`config.mk`:
```
export PLATFORM = sky130hd
export DESIGN_NAME = multi_approach_tlc
export DESIGN_NICKNAME = d
export VERILOG_FILES = /design/src/rtl/tlc_pkg.sv /design/src/rtl/tlc_rr_pick.sv /design/src/rtl/multi_approach_tlc.sv
export SDC_FILE = /design/constraint.sdc
export NUM_CORES = 1
export LEC_CHECK = 0
export CORE_UTILIZATION = 26
export DETAILED_ROUTE_END_ITERATION = 12
export SLEW_MARGIN = 20
export SYNTH_ARGS = -nofsm -noshare
export SYNTH_HDL_FRONTEND = slang
export SYNTH_SLANG_ARGS = --single-unit
```
`constraint.sdc`:
```
create_clock -name clock -period 4.3 [get_ports clock]
set_input_delay 0.86 -clock clock [delete_from_list [all_inputs] [get_ports clock]]
set_output_delay 0.86 -clock clock [all_outputs]
set_load 0.01 [all_outputs]
```
`src/rtl/tlc_pkg.sv`:
```
// tlc_pkg: lamp codes and phase encoding shared by the traffic light controller
package tlc_pkg;
  localparam logic [1:0] RED = 2'd0;
  localparam logic [1:0] YELLOW = 2'd1;
  localparam logic [1:0] GREEN = 2'd2;
  typedef enum logic [1:0] {PH_GREEN = 2'd0, PH_YELLOW = 2'd1, PH_ALLRED = 2'd2} phase_t;
endpackage

```
`src/rtl/tlc_rr_pick.sv`:
```
// tlc_rr_pick: first set request at start, start+1, ... (mod N), else default index
module tlc_rr_pick #(
  parameter int N = 4,
  parameter int W = $clog2(N)
) (
  input  logic [N-1:0] req,
  input  logic [W-1:0] start,
  input  logic [W-1:0] dflt,
  output logic [W-1:0] grant,
  output logic         valid
);
  always_comb begin
    grant = dflt;
    valid = 1'b0;
    // scan from farthest to nearest so the nearest request wins
    for (int k = N - 1; k >= 0; k--) begin
      if (req[(int'(start) + k) % N]) begin
        grant = W'((int'(start) + k) % N);
        valid = 1'b1;
      end
    end
  end
endmodule

```
`src/rtl/multi_approach_tlc.sv`:
```
// multi_approach_tlc: N-approach round-robin traffic light controller with demand latches
module multi_approach_tlc
  import tlc_pkg::*;
#(
  parameter int N_APPR = 4,
  parameter int HOME = 0,
  parameter int MIN_GREEN = 8,
  parameter int MAX_GREEN = 32,
  parameter int Y2R_DELAY = 3,
  parameter int R2G_DELAY = 2,
  parameter int TW = 8
) (
  input  logic                        clock,
  input  logic                        clear,
  input  logic [N_APPR-1:0]           sensor,
  output logic [2*N_APPR-1:0]         lights,
  output logic [$clog2(N_APPR)-1:0]   active,
  output logic [1:0]                  phase,
  output logic [N_APPR-1:0]           demand
);
  localparam int AW = $clog2(N_APPR);
  localparam logic [AW-1:0] HOME_I = AW'(HOME);
  localparam logic [TW-1:0] MING = TW'(MIN_GREEN - 1);
  localparam logic [TW-1:0] MAXG = TW'(MAX_GREEN - 1);
  localparam logic [TW-1:0] Y2R = TW'(Y2R_DELAY - 1);
  localparam logic [TW-1:0] R2G = TW'(R2G_DELAY - 1);
  if (N_APPR < 2 || N_APPR > 16 || HOME < 0 || HOME >= N_APPR || MIN_GREEN < 1 ||
      MAX_GREEN < MIN_GREEN || Y2R_DELAY < 1 || R2G_DELAY < 1 || MAX_GREEN >= 2**TW ||
      Y2R_DELAY >= 2**TW || R2G_DELAY >= 2**TW) begin : g_bad_params
    $error("multi_approach_tlc: illegal parameter set");
  end
  phase_t ph, ph_nx;
  logic [AW-1:0] act, act_nx, pick_g, start;
  logic [TW-1:0] timer;
  logic [N_APPR-1:0] oh, set, clr, dem_nx;
  logic pick_v, other_dem, go_y;
  logic [1:0] lamp;
  assign start = (act == AW'(N_APPR - 1)) ? '0 : act + 1'b1;
  tlc_rr_pick #(.N(N_APPR), .W(AW)) u_pick (
    .req(demand), .start(start), .dflt(HOME_I), .grant(pick_g), .valid(pick_v)
  );
  assign oh = N_APPR'(1) << act;
  assign other_dem = |(demand & ~oh);
  assign go_y = timer >= MING &&
                ((other_dem && (!sensor[act] || timer >= MAXG)) || (act != HOME_I && !sensor[act]));
  always_comb begin
    ph_nx = ph;
    act_nx = act;
    if (ph == PH_GREEN) begin
      if (go_y) ph_nx = PH_YELLOW;
    end else if (ph == PH_YELLOW) begin
      if (timer == Y2R) ph_nx = PH_ALLRED;
    end else if (timer == R2G) begin
      ph_nx = PH_GREEN;
      act_nx = pick_v ? pick_g : HOME_I;
    end
    set = sensor & ~((ph == PH_GREEN) ? oh : '0);
    // the approach being granted drops its demand even if its sensor is still high
    clr = (ph != PH_GREEN && ph_nx == PH_GREEN) ? N_APPR'(1) << act_nx : '0;
    dem_nx = (demand | set) & ~clr;
  end
  always_ff @(posedge clock) begin
    if (clear) begin
      ph <= PH_GREEN;
      act <= HOME_I;
      timer <= '0;
      demand <= '0;
    end else begin
      ph <= ph_nx;
      act <= act_nx;
      timer <= (ph_nx != ph) ? '0 : (&timer ? timer : timer + 1'b1);
      demand <= dem_nx;
    end
  end
  assign lamp = (ph == PH_GREEN) ? GREEN : (ph == PH_YELLOW) ? YELLOW : RED;
  always_comb begin
    lights = '0;
    for (int j = 0; j < N_APPR; j++) lights[2*j+:2] = (act == AW'(j)) ? lamp : RED;
  end
  assign active = act;
  assign phase = ph;
endmodule

```
==> Word-level counts from Yosys, hierarchy flattened <==
Index checks and enable logic that the tools add are counted.
{ "totals": {"ff_bits": 16, "wordCells": 92} }
{ "op_classes": {"eq_ne": 7, "shifts": 2, "mux": 39, "addsub": 5, "bitwise": 10, "n_reduce_logical": 18, "n_lt_le_gt_ge": 7} }
{ "op_table": {"columns": ["operator", "n"], "rows": [
  ["$mux W2", 19],
  ["$mux W1", 13],
  ["$and A4 B4 Y4", 3],
  ["$lt A3 B4 Y1 const B", 3],
  ["$not A4 Y4", 3],
  ["$bmux W1 S2", 5],
  ["$add A8 B1 Y8 const B", 1],
  ["$eq A8 B1 Y1 const B", 1],
  ["$eq A8 B2 Y1 const B", 1],
  ["$ge A8 B3 Y1 const B", 1],
  ["$ge A8 B5 Y1 const B", 1],
  ["$mux W4", 2],
  ["$reduce_and A8 Y1", 1],
  ["$reduce_or A2 Y1", 4],
  ["$shl A1 B2 Y4 const A", 2],
  ["$logic_not A2 Y1", 3],
  ["$lt A2 B3 Y1 const B", 2],
  ["$add A2 B1 Y2 const B", 2],
  ["$add A2 B2 Y2 const B", 2],
  ["$eq A2 B1 Y1 const B", 2],
  ["$eq A2 B2 Y1 const B", 2],
  ["$logic_and A1 B1 Y1", 4],
  ["$or A4 B4 Y4", 1],
  ["$reduce_bool A2 Y1", 2],
  ["other kinds (5)", 8]
]} }

==> Longest topological paths before layout <==
{ "depth": {"ltp_word": 20, "ltp_mapped": 7, "ltp_nobuf": 7} }

==> Hierarchy <==
Synthesis repeated with hierarchy kept, for this count alone.
{ "hier_totals": {"hier_cells": 147, "area_unflattened_um2": 1272.5} }
{ "modules_own_cells": {"columns": ["mod", "cells_per_inst", "seq_area_each_um2", "area_per_inst_um2", "instances"], "rows": [
  ["multi_approach_tlc", 123, 320.3, 1104.8, 1],
  ["tlc_rr_pick", 24, 0.0, 167.7, 1]
]} }

==> Worst setup path after synthesis <==
OpenSTA, ideal clock, no wires.
{ "synth_timing": {"path_kind": "register to register", "startpoint": "register act[0] (netlist: active[0])", "endpoint": "register demand[0]", "arrival_ns": 1.936, "setup_time_ns": 0.088, "required_time_ns": 4.212, "stages_incl_launch_ff": 8, "synth_period_minus_slack_ns": 2.024, "path_buffers": 0, "setup_slack_ns": 2.276, "path_cell_list": "dfxtp_1 > inv_1 > ha_1 > nor2b_1 > a31oi_1 > a21oi_1 > or3_4 > a311oi_2"} }
{ "synth_via": {"elab_chain_len": 18} }
{ "synth_lines": {"columns": ["element", "line", "text"], "rows": [
  ["from (decl)", "multi_approach_tlc.sv:33", "logic [AW-1:0] act, act_nx, pick_g, start;"],
  ["from (signal assigned)", "multi_approach_tlc.sv:70", "act <= act_nx;"],
  ["$add A2 B1 Y2 or $eq A2 B2 Y1 (tied branches)", "multi_approach_tlc.sv:38", "assign start = (act == AW'(N_APPR - 1)) ? '0 : act + 1'b1;"],
  ["$mux W2", "multi_approach_tlc.sv:38", null],
  ["$add A2 B2 Y2", "tlc_rr_pick.sv:17, tlc_rr_pick.sv:18", null],
  ["$bmux W1 S2", "tlc_rr_pick.sv:17", "if (req[(int'(start) + k) % N]) begin"],
  ["$mux W1 (not written as such) (2 in a row)", "tlc_rr_pick.sv:17", null],
  ["$mux W2 or $mux W1 (tied branches) (4 in a row)", "tlc_rr_pick.sv:17", null],
  ["$mux W2", "multi_approach_tlc.sv:55", "act_nx = pick_v ? pick_g : HOME_I;"],
  ["$mux W2", "multi_approach_tlc.sv:53", "end else if (timer == R2G) begin"],
  ["$mux W2", "multi_approach_tlc.sv:51", "end else if (ph == PH_YELLOW) begin"],
  ["$mux W2", "multi_approach_tlc.sv:49", "if (ph == PH_GREEN) begin"],
  ["$shl A1 B2 Y4", "multi_approach_tlc.sv:59", "clr = (ph != PH_GREEN && ph_nx == PH_GREEN) ? N_APPR'(1) << act_nx : '0;"],
  ["$mux W4", "multi_approach_tlc.sv:59", null],
  ["$not A4 Y4", "multi_approach_tlc.sv:60", "dem_nx = (demand | set) & ~clr;"],
  ["$and A4 B4 Y4 *", "multi_approach_tlc.sv:60", null],
  ["to (signal assigned)", "multi_approach_tlc.sv:72", "demand <= dem_nx;"],
  ["to (decl)", "multi_approach_tlc.sv:19", "output logic [N_APPR-1:0] demand"]
]} }
Mark *: on every way between the ends. The rest lies on a longest branch, timed or not. The select of a mux whose other input is x is not followed.
A chain may end at the register's enable or synchronous reset.

==> Worst setup path in the final report <==
{ "layout_timing": {"startpoint": "register act[0] (netlist: active[0])", "endpoint": "output port lights[7]"} }
{ "layout_via": {"elab_chain_len": 2} }
{ "layout_lines": {"columns": ["element", "line", "text"], "rows": [
  ["$eq A2 B2 Y1", "multi_approach_tlc.sv:78", "for (int j = 0; j < N_APPR; j++) lights[2*j+:2] = (act == AW'(j)) ? lamp : RED;"],
  ["$mux W2", "multi_approach_tlc.sv:78", null],
  ["to (decl)", "multi_approach_tlc.sv:16", "output logic [2*N_APPR-1:0] lights,"]
]} }
No other way between the ends.

==> run metrics <==
outcome completed; Synth area leaders dfxtp_1, ha_1, a21oi_1, nor2_1, nand2_1; Slew Limit Fails 0; clock skew between 0.005 and 0.006 ns; final period utilization a little under two thirds; DR vias between 1000 and 1500; worst skew pair latency approximately 0.26 ns; Hold Crit Depth 2; cts bufs inserted 3; Remaining DRCs 0; CTS Root Cell clkbuf_8; post-cts sizing count 0; Worst Path Max Fanout 10; Port Buffer Count 21; Cell Area, Synth roughly 1100 µm²; final setup vio count 0; synthesized flop and latch total 16; global-route wire length before repair approximately 4500 µm; Main synth FF type dfxtp_1; Fin. Hold Viols 0; max cap viols 0; setup bufs post-CTS 0; CP max stage delay roughly 0.56 ns; Worst R2R Start active[0]; GRT Residual Overflow 0; unique cell type count in the Yosys netlist 36; final setup margin between 1.5 and 2 ns; Final GP Congestion 0.8104; flop2flop setup slack 2.07 ns; Final HPWL DP approximately 2000 µm; fmax between 300 and 400 MHz; final wirelength 2608 µm; pwr dens between 200 and 250 nW/µm²; Clock transition at path regs 0.07 ns; Clock Tree Buf Depth 2; Static Leak 0.5422 nW; initial antenna violation count 0; HP Class reg2reg; largest area contributor in the netlist dfxtp_1; number of global-route vias before repair roughly 980; top cell type's share of synthesized area 29.87%; kind of critical path reg2out; Net Count, Synth approximately 150; largest net degree at the start of global routing 11; Mapped Cells between 100 and 150; WP data required around 3.4 ns; routed vias/inst approximately 5; FFs w/ async S/R, synth 0%; worst slew pin tran around 0.47 ns; area delta synth->final 28.94%; DR pass1 iterations 4; Core ar. about 3800 µm²; Final nets approximately 170; CTS hold repair buffers 0; post-synthesis sequential area ratio between 20% and 30%; CP bufs+invs 2; # diodes 0; r2r endpoint demand[0]; crit-path leading delay family buffers and inverters; Slowest cell on crit path dfxtp_1; worst reg-to-reg path cell count 7; Starting Density 28.23%; Slew Limit Headroom between 60% and 70%; Critical Path Start Type flip-flop; Hold Startpoint phase[0]; Routed Antenna Nets 0; yosys warns 0; crit-path cells ha_1, nand2_1, inv_1, clkdlybuf4s50_1; initial drt markers slightly above 40; CTS tree yes; share of layout cells above drive strength 1 around 9%; Worst EP arrival approximately 1.9 ns; clock sink count 16; die height between 60 and 70 µm; Hold EP phase[0]; dpl ws ~1.9 ns; die area approximately 4400 µm²; mean routed wirelength per cell 12.72 µm; crit path capture type primary output; H-Tree Depth 1; EDFF count, synth 0; I/O Pins 22; Rows 22; gr usage total 13.60%; Tmin final approximately 2.7 ns; RSZ-0062 raised after global routing false; setup_tns 0 ns; Die X-Extent ~66 µm; hold slack between 0.5 and 0.6 ns; syn_area_per_cell ~8 µm²; maximum VDD drop slightly below 0.09 mV
## cell type report
class                           count  area, µm²
Timing Repair Buffer               21      210.2
Multi-Input combinational cell    105      695.7
Inverter                           11      41.29
Clock buffer                        4      55.05
Sequential cell                    16      320.3
Fill cell                         392       2416
Tap cell                           48      60.06
## Yosys cell counts, types with 3 or more instances
master,number
ha_1,7
a21oi_1,12
inv_1,11
nor2_1,14
nand3_1,5
o21ai_0,7
and2_1,4
and3_1,3
nand2b_1,4
dfxtp_1,16
nor3_1,4
mux2_2,3
nand2_1,12
## power by group
group          switching (W)  internal (W)   total, W
logic              0.0000190     0.0000203  0.0000393
registers         0.00000772      0.000153   0.000161
clock network      0.0000563     0.0000814   0.000138
## cell usage in the layout (no fill, tap or decap), drive strengths merged
| cell | n |
|---|---|
| or2 | 2 |
| clkbuf | 4 |
| a311oi | 1 |
| a211o | 1 |
| a2111oi | 2 |
| ha | 7 |
| a22o | 1 |
| nor2b | 2 |
| a211oi | 2 |
| nor3 | 4 |
| a21oi | 12 |
| nand3b | 1 |
| mux2 | 3 |
| a32oi | 1 |
| xnor2 | 1 |
| clkdlybuf4s50 | 21 |
| nor4bb | 1 |
| mux2i | 2 |
| o221ai | 1 |
| or3 | 2 |
| o21a | 2 |
| o21ai | 7 |
| and2 | 4 |
| dfxtp | 16 |
| nand2b | 4 |
| a31oi | 2 |
| o31ai | 1 |
| nand2 | 12 |
| nor2 | 14 |
| and3 | 4 |
| nand3 | 6 |
| inv | 11 |
| a41oi | 2 |
| nor4 | 1 |
## how the worst max path moves through the flow
stage	start	to	slack, ns	cells past startpoint
after floorplan	active[0]	demand[0]	2.28	7
after global placement	active[0]	lights[1]	1.88	5
after detailed placement	sensor[0]	timer[6]	1.85	6
after CTS	active[0]	lights[7]	1.58	4
after global routing	active[0]	lights[7]	1.39	4
final	active[0]	lights[7]	1.57	4
## flip-flops by register name, summed over array words and instances, names as in the netlist
register  flops
timer         8
active        2
demand        4
phase         2
## routing by layer
layer	vias to the layer above	share of wire (%)	global-route usage (%)
met5	-	0	0
met4	0	2.4	7.713
met3	7	5.6	2.241
met2	34	42	19.13
met1	461	50	19.20
li1	527	-	-
## worst register-to-register path: stages (launching register included)
cell      delay [ns]
dfxtp_1         0.56
inv_1           0.16
ha_1            0.38
nor2b_1         0.15
a31oi_1         0.15
a21oi_1         0.11
or3_4           0.41
a311oi_2        0.23
## through the flow
step / instance area (µm²) / utilization [%] / total power, W / std cells
CTS: 1383 / 36.40 / 0.0003389 / 205
global route: 1383 / 36.40 / 0.0003539 / 205
floorplan: 1072 / - / 0.0001875 / 134
finish: 1383 / 36.40 / 0.0003378 / 205
detailed placement: 1328 / 34.95 / 0.0002034 / 201
global placement: 1328 / 34.95 / 0.0002022 / 201
## cells by family (layout without fill, tap and decap cells)
| logic type | Yosys count | in the layout | share of synthesized area, % |
|---|---|---|---|
| AO/OA/AOI/OAI | 35 | 35 | 21.47 |
| buffers and inverters | 13 | 36 | 5.251 |
| adder cells (fa/ha/maj) | 7 | 7 | 8.168 |
| AND/OR/NAND/NOR | 57 | 57 | 29.40 |
| flip-flops | 16 | 16 | 29.87 |
| XOR/XNOR | 1 | 1 | 0.8170 |
| multiplexers | 5 | 5 | 5.017 |
(Power assumes the default switching activity.)
